[src/rtl/rx_packet_framer.sv]
// Receive-side packet framer: scans the channel FIFOs round-robin and emits one
// fixed 256-word packet (header, payload, zero pad) as an unbroken USB FIFO burst.
module rx_packet_framer #(
  parameter int NUM_CHAN  = 2,
  parameter int PKT_WORDS = 256,
  parameter int HDR_WORDS = 4
) (
  input  logic                rxclk,
  input  logic                reset_n,
  input  logic [31:0]         adctime,
  input  logic                have_space,
  input  logic [9:0]          chan_usedw,
  input  logic [NUM_CHAN:0]   chan_empty,
  input  logic [15:0]         chan_fifodata,
  input  logic                overrun,
  input  logic [1:0]          underrun,
  output logic [3:0]          rd_select,
  output logic                chan_rdreq,
  output logic                WR,
  output logic [15:0]         fifodata,
  output logic                busy
);

  localparam int               MAX_PAY       = PKT_WORDS - HDR_WORDS;
  localparam int               LEN_W         = $clog2(MAX_PAY + 1);
  localparam logic [9:0]       MAX_PAY_USEDW = 10'(MAX_PAY);
  localparam logic [LEN_W-1:0] MAX_PAY_LEN   = LEN_W'(MAX_PAY);
  localparam logic [LEN_W-1:0] LAST_WORD     = LEN_W'(MAX_PAY - 1);
  localparam logic [3:0]       CMD_SEL       = 4'(NUM_CHAN);

  localparam logic [2:0] S_SCAN = 3'd0;
  localparam logic [2:0] S_HDR0 = 3'd1;
  localparam logic [2:0] S_HDR1 = 3'd2;
  localparam logic [2:0] S_HDR2 = 3'd3;
  localparam logic [2:0] S_HDR3 = 3'd4;
  localparam logic [2:0] S_PAY  = 3'd5;
  localparam logic [2:0] S_PAD  = 3'd6;

  logic [2:0]       state;
  logic [LEN_W-1:0] pay_len;
  logic [LEN_W-1:0] word_cnt;
  logic [31:0]      ts;
  logic [15:0]      hdr_data;
  logic             wr_r;

  logic             is_cmd;
  logic             empty_sel;
  logic             eligible;
  logic [LEN_W-1:0] len_next;
  logic [8:0]       byte_cnt;
  logic [3:0]       sel_next;
  logic [4:0]       chan_id;

  // Payload length is capped at one frame; an empty-looking but non-empty
  // command FIFO has wrapped its usedw counter and is therefore full.
  function automatic logic [LEN_W-1:0] clamp_len(input logic [9:0] usedw,
                                                 input logic       cmd);
    if (cmd && usedw == 10'd0)
      return MAX_PAY_LEN;
    else if (usedw >= MAX_PAY_USEDW)
      return MAX_PAY_LEN;
    else
      return usedw[LEN_W-1:0];
  endfunction

  always_comb begin
    empty_sel = 1'b1;
    for (int i = 0; i <= NUM_CHAN; i++)
      if (rd_select == 4'(i)) empty_sel = chan_empty[i];
  end

  assign is_cmd   = (rd_select == CMD_SEL);
  assign eligible = is_cmd ? !empty_sel
                           : (!empty_sel && chan_usedw >= MAX_PAY_USEDW);
  assign len_next = clamp_len(chan_usedw, is_cmd);
  assign byte_cnt = 9'({len_next, 1'b0});
  assign sel_next = is_cmd ? 4'd0 : rd_select + 4'd1;
  assign chan_id  = is_cmd ? 5'h1F : {1'b0, rd_select};

  always_ff @(posedge rxclk or negedge reset_n) begin
    if (!reset_n) begin
      state     <= S_SCAN;
      rd_select <= 4'd0;
      pay_len   <= '0;
      word_cnt  <= '0;
      ts        <= 32'd0;
      hdr_data  <= 16'd0;
      wr_r      <= 1'b0;
    end else begin
      case (state)
        S_SCAN: begin
          if (eligible && have_space) begin
            state    <= S_HDR0;
            pay_len  <= len_next;
            ts       <= adctime;
            wr_r     <= 1'b1;
            hdr_data <= {3'b000, overrun, |underrun, 2'b00, byte_cnt};
          end else begin
            rd_select <= sel_next;
          end
        end
        S_HDR0: begin
          state    <= S_HDR1;
          hdr_data <= {11'd0, chan_id};
        end
        S_HDR1: begin
          state    <= S_HDR2;
          hdr_data <= ts[15:0];
        end
        S_HDR2: begin
          state    <= S_HDR3;
          hdr_data <= ts[31:16];
        end
        // Clearing hdr_data here makes the pad words zero for free.
        S_HDR3: begin
          state    <= S_PAY;
          hdr_data <= 16'd0;
          word_cnt <= '0;
        end
        S_PAY: begin
          word_cnt <= word_cnt + LEN_W'(1);
          if (word_cnt == pay_len - LEN_W'(1)) begin
            if (pay_len == MAX_PAY_LEN) begin
              state     <= S_SCAN;
              wr_r      <= 1'b0;
              rd_select <= sel_next;
              word_cnt  <= '0;
            end else begin
              state <= S_PAD;
            end
          end
        end
        S_PAD: begin
          word_cnt <= word_cnt + LEN_W'(1);
          if (word_cnt == LAST_WORD) begin
            state     <= S_SCAN;
            wr_r      <= 1'b0;
            rd_select <= sel_next;
            word_cnt  <= '0;
          end
        end
        default: begin
          state <= S_SCAN;
          wr_r  <= 1'b0;
        end
      endcase
    end
  end

  // Reads run one cycle ahead of the payload writes; FIFO q goes straight out.
  assign chan_rdreq = (state == S_HDR3) ||
                      (state == S_PAY && (word_cnt + LEN_W'(1)) < pay_len);
  assign fifodata   = (state == S_PAY) ? chan_fifodata : hdr_data;
  assign WR         = wr_r;
  assign busy       = (state != S_SCAN);

endmodule

[config.mk]
export PLATFORM = sky130hd
export DESIGN_NAME = rx_packet_framer
export DESIGN_NICKNAME = d
export VERILOG_FILES = /design/src/rtl/rx_packet_framer.sv
export SDC_FILE = /design/constraint.sdc
export NUM_CORES = 1
export LEC_CHECK = 0
export CELL_PAD_IN_SITES_DETAIL_PLACEMENT = 1
export CELL_PAD_IN_SITES_GLOBAL_PLACEMENT = 1
export CORE_MARGIN = 3
export CORE_UTILIZATION = 44
export CTS_BUF_LIST = sky130_fd_sc_hd__clkbuf_2 sky130_fd_sc_hd__clkbuf_4 sky130_fd_sc_hd__clkbuf_8
export CTS_CLUSTER_DIAMETER = 30
export CTS_CLUSTER_SIZE = 16
export DETAILED_ROUTE_END_ITERATION = 6
export PLACE_DENSITY = 0.95
export SLEW_MARGIN = 20
export SYNTH_ARGS = -nofsm -noshare
export SYNTH_HDL_FRONTEND = slang
export SYNTH_SLANG_ARGS = --single-unit
[constraint.sdc]
create_clock -name rxclk -period 4.1 [get_ports rxclk]
set_input_delay 0.615 -clock rxclk [delete_from_list [all_inputs] [get_ports rxclk]]
set_output_delay 0.615 -clock rxclk [all_outputs]
set_load 0.005 [all_outputs]
# After elaboration in Yosys (flattened, before gate mapping)
# Cells that the tools add are included.
# W data, S select, Z words.
# op_classes
add_sub_neg	3
magnitude_cmp	2
eq_ne	16
n_mux	30
bitwise	1
n_reduce_logical	20
# ops
op	count
$pmux W16 S5	1
$mux W8	5
$mux W16	2
$pmux W8 S3	1
$pmux W3 S7	1
$mux W4	5
$eq A8 B8 Y1 const B	2
$mux W3	4
$pmux W4 S3	1
$ge A10 B8 Y1 const B	1
$logic_not A10 Y1	1
$ne A2 B2 Y1 const B	5
$reduce_and A5 Y1	2
$eq A3 B3 Y1 const B	3
$reduce_bool A3 Y1	3
$add A8 B1 Y8 const B	1
$eq A8 B8 Y1	1
$lt A8 B8 Y1	1
$mux W1	8
$sub A8 B1 Y8 const B	1
$eq A3 B2 Y1 const B	2
$mux W5	1
$reduce_bool A5 Y1	1
$add A4 B1 Y4 const B	1
other kinds (14)	18
# totals
reg_bits	72
inputBits	67
output_inout_bits	23
elab_cells	79

# Logic depth before layout (Yosys ltp)
# depth
ltp_word	10
ltp_mapped	10

# Worst setup path after synthesis
# No wires, ideal clock.
# synth_path
path_kind	reg2out
startpoint	register word_cnt[0]
endpoint	output chan_rdreq
t_arrival_ps	1974
t_required_ps	3485
slack_ps	1511
stages_incl_launch_ff	10
n_path_buf	0
path_cell_list	dfrtp_1 ha_1 ha_1 nor2b_1 o21a_1 o21a_1 o21a_1 o21ai_0 nand2b_1 a41oi_1
# synth_via
elab_chain_len	4
# synth_lines
item	line_no	source
start, declared	41	logic [LEN_W-1:0] word_cnt;
start signal, assigned	121	word_cnt <= word_cnt + LEN_W'(1);
start signal, assigned	134	word_cnt <= word_cnt + LEN_W'(1);
$add A8 B1 Y8	152	(state == S_PAY && (word_cnt + LEN_W'(1)) < pay_len);
$lt A8 B8 Y1	152	
$logic_and A1 B1 Y1	152	
$logic_or A1 B1 Y1	151	assign chan_rdreq = (state == S_HDR3) ||
end, declared	18	output logic chan_rdreq,
# Every way passes these cells.

# Worst setup path in the final report
# Ends and elaborated chain as after synthesis.

==> results.json <==
{
  "ff2ff_setup_slack_ns": 1.14,
  "grt_pass1_wl_um": 20200,
  "cts.htree.levels": 3,
  "synth_area_leaders": "dfrtp_1, mux2_2, ha_1",
  "ys_types": 53,
  "fin_crit_sh_pct": 90.5,
  "via_per_inst": 6.11,
  "post_cts_buffers": 0,
  "initial_utilization_pct": 45.5,
  "dieWidth_um": 101,
  "firstDrtPassIters": 5,
  "critPathRequiredTime_ns": 3.48,
  "setup_tns_ns": 0,
  "p_clk_share_pct": 16.5,
  "synth-edff-count": 0,
  "grt_max_degree": 38,
  "post-route-min-period_ns": 3.71,
  "cp_num_buf_inv": 1,
  "switching_power_mw": 1.68,
  "synth_top_area_share_pct": 45.2,
  "stdcell_count": 565,
  "p_int_mw": 2.45,
  "worstSetupPathType": "reg -> out",
  "synthArstFlopShare_pct": 100,
  "hold_viol_final": 0,
  "detailed_place_hpwl_um": 9310,
  "final_core_util_pct": 59.0,
  "dp_cells": 550,
  "cp_num_cells": 10,
  "cp_max_fo": 6,
  "syn_to_final_growth_pct": 29.7,
  "boundaryPins": 90,
  "syn_area_mm2": 0.00399,
  "whs_ns": 0.369,
  "dieHeight_um": 101,
  "synthFlopType": "dfrtp_1",
  "syn_inst": 374,
  "crit_family": "compound AO/OA/AOI/OAI gates",
  "reg2reg_depth": 4,
  "reg2reg_to": "hdr_data[4]$_DFFE_PN0P_",
  "core_region_area_mm2": 0.00876,
  "hold_buffers": 0,
  "wire_per_inst_um": 22.9,
  "syn_area_per_cell_um2": 10.7,
  "crit_end": "chan_rdreq",
  "routabilityCongestion": 0.863,
  "clkLatencyLatePin_ns": 0.36,
  "maxSlewHeadroom_pct": 36.5,
  "cp_slowest_cell": "clkdlybuf4s50_1",
  "cts_buffer_depth": 2,
  "synth_sequential_area_ratio_pct": 45.2,
  "fin_skew_ns": 0.00877,
  "cpMostUsedCell": "o21a_1",
  "layout-drive-gt1-share_pct": 18.2,
  "via_count": 3453,
  "routed_wl_um": 13000,
  "critical_path.max_stage_delay_ns": 0.52,
  "drtIter0Drc": 223,
  "final_common_cell": "clkdlybuf4s50_1",
  "yosysWarnings": 0,
  "ant_nets": 0,
  "sequentialPowerShare_pct": 34.3,
  "critPathLaunch": "word_cnt[0]$_DFFE_PN0P_",
  "worst_pin_slew_ns": 0.953,
  "fillerInstances": 930,
  "antenna_found_initial": 0,
  "cts-buffers-inserted": 9,
  "p_leak_nw": 2.23,
  "ys_ff_latch": 72,
  "switching_share_pct": 40.7,
  "cts_resized": 0,
  "status": "complete, no violations",
  "cap_violations": 0,
  "mostFrequentLayoutCells": "clkdlybuf4s50_1, dfrtp_1, mux2_2",
  "r2r-start": "state[2]$_DFFE_PN0P_",
  "cts.reportedPaths.clkPinSlew_ns": 0.08,
  "crit_path_start_kind": "register",
  "nets": 531,
  "setup_viol": 0,
  "powerDensity_mw_per_mm2": 799,
  "synth_top_area_cell": "dfrtp_1",
  "grt_pass1_vias": 3721,
  "max_freq_ghz": 0.270,
  "pwr-share-comb_pct": 49.1,
  "syn-num-nets": 452,
  "peakVddDrop_mv": 0.477,
  "antenna_cells": 0,
  "clock_sinks": 72,
  "cp.arrival_ns": 3.10,
  "overflow": 0,
  "die_area_mm2": 0.0102,
  "end_kind": "output port",
  "grtUsageTotal_pct": 25.9,
  "rsz0062_at_grt": "no",
  "cts_root_buffer": "clkbuf_8",
  "worstPathCellList": "ha_1, ha_1, nor2b_1, o21a_1, o21a_1, o21a_1, o21ai_0, nand2b_1, a41oi_1, clkdlybuf4s50_1",
  "cts_tree": "built",
  "io_buffer_count": 89,
  "maxSlewViolCount": 0,
  "drcViolationCount": 0,
  "worstHoldPathType": "in -> async",
  "fp-row-count": 34
}
flip-flops by register name, summed over array words and instances, names as in the netlist:
register and cells:
ts 32, hdr_data 16, pay_len 8, word_cnt 8, rd_select 4, state 3
WR 1
cells by family after synthesis:
| kind of cell | share of synthesized area [%] |
|---|---|
| simple gates | 11.4 |
| compound gates | 15.8 |
| flops | 45.2 |
| mux | 16.3 |
| buf+inv | 4.42 |
| xor+xnor | 3.51 |
| fa+ha+maj | 3.45 |
cells in the mapped netlist, types with 6 or more instances:
cell type,count
xor2_1,11
a22o_1,6
o21ai_0,23
a21oi_1,15
dfrtp_1,72
mux2_2,56
nand2_1,16
nor2_1,33
ha_1,11
inv_1,16
nand3_1,8
buf_2,8
clkbuf_1,11
nand2b_1,6
layer usage:
layer / share of wire (%) / vias up / wire [um] / track usage [%]
li1: - / 1517 / - / -
met1: 38 / 1758 / 4900 / 30.6
met3: 5.0 / 35 / 646 / 4.68
met2: 54 / 143 / 6950 / 45.9
met5: 0 / - / 0 / 0
met4: 3.5 / 0 / 460 / 11.1
worst min path at each step:
stage / startpoint / end
final: reset_n / pay_len[2]$_DFFE_PN0P_
after global routing: reset_n / pay_len[2]$_DFFE_PN0P_
after CTS: reset_n / pay_len[2]$_DFFE_PN0P_
after detailed placement: hdr_data[8]$_DFFE_PN0P_ / hdr_data[8]$_DFFE_PN0P_
after global placement: hdr_data[2]$_DFFE_PN0P_ / hdr_data[2]$_DFFE_PN0P_
after floorplan: reset_n / WR$_DFFE_PN0P_
through the flow:
step	power, mW	setup WS [ns]	area, um^2
final	4.13	0.389	5170
after global routing	4.38	0.188	5170
after CTS	4.15	0.400	5170
after detailed placement	3.39	0.703	4940
after global placement	3.19	0.896	4940
after floorplan	2.59	1.51	3990
area by class of cell:
| type | count | area, um^2 | area share (%) |
|---|---|---|---|
| clock inverters | 6 | 109 | 2.10 |
| repair buffers | 92 | 921 | 17.8 |
| clock buffers | 9 | 124 | 2.39 |
| flip-flops and latches | 72 | 1800 | 34.8 |
| multi-input cells | 261 | 2020 | 39.0 |
| inverters | 17 | 63.8 | 1.23 |
| well taps | 108 | 135 | 2.61 |
worst reg2reg max path: cells and delay by family, from the launching register on:
kind / cells / cell delay [ns]
AO/OA/AOI/OAI: 1 / 0.34
flip-flops: 1 / 0.62
AND/OR/NAND/NOR: 2 / 1.43
multiplexers: 1 / 0.44
power groups by stage:
stage | Combinational (mW) | Clock [mW] | Sequential (mW)
2_1_floorplan | 1.40 | 0 | 1.20
3_3_place_gp | 1.82 | 0 | 1.37
3_5_place_dp | 1.98 | 0 | 1.41
4_1_cts | 2.04 | 0.694 | 1.41
5_1_grt | 2.21 | 0.718 | 1.46
6_report | 2.03 | 0.684 | 1.42
Note: power is estimated with default switching activity, not from simulation.
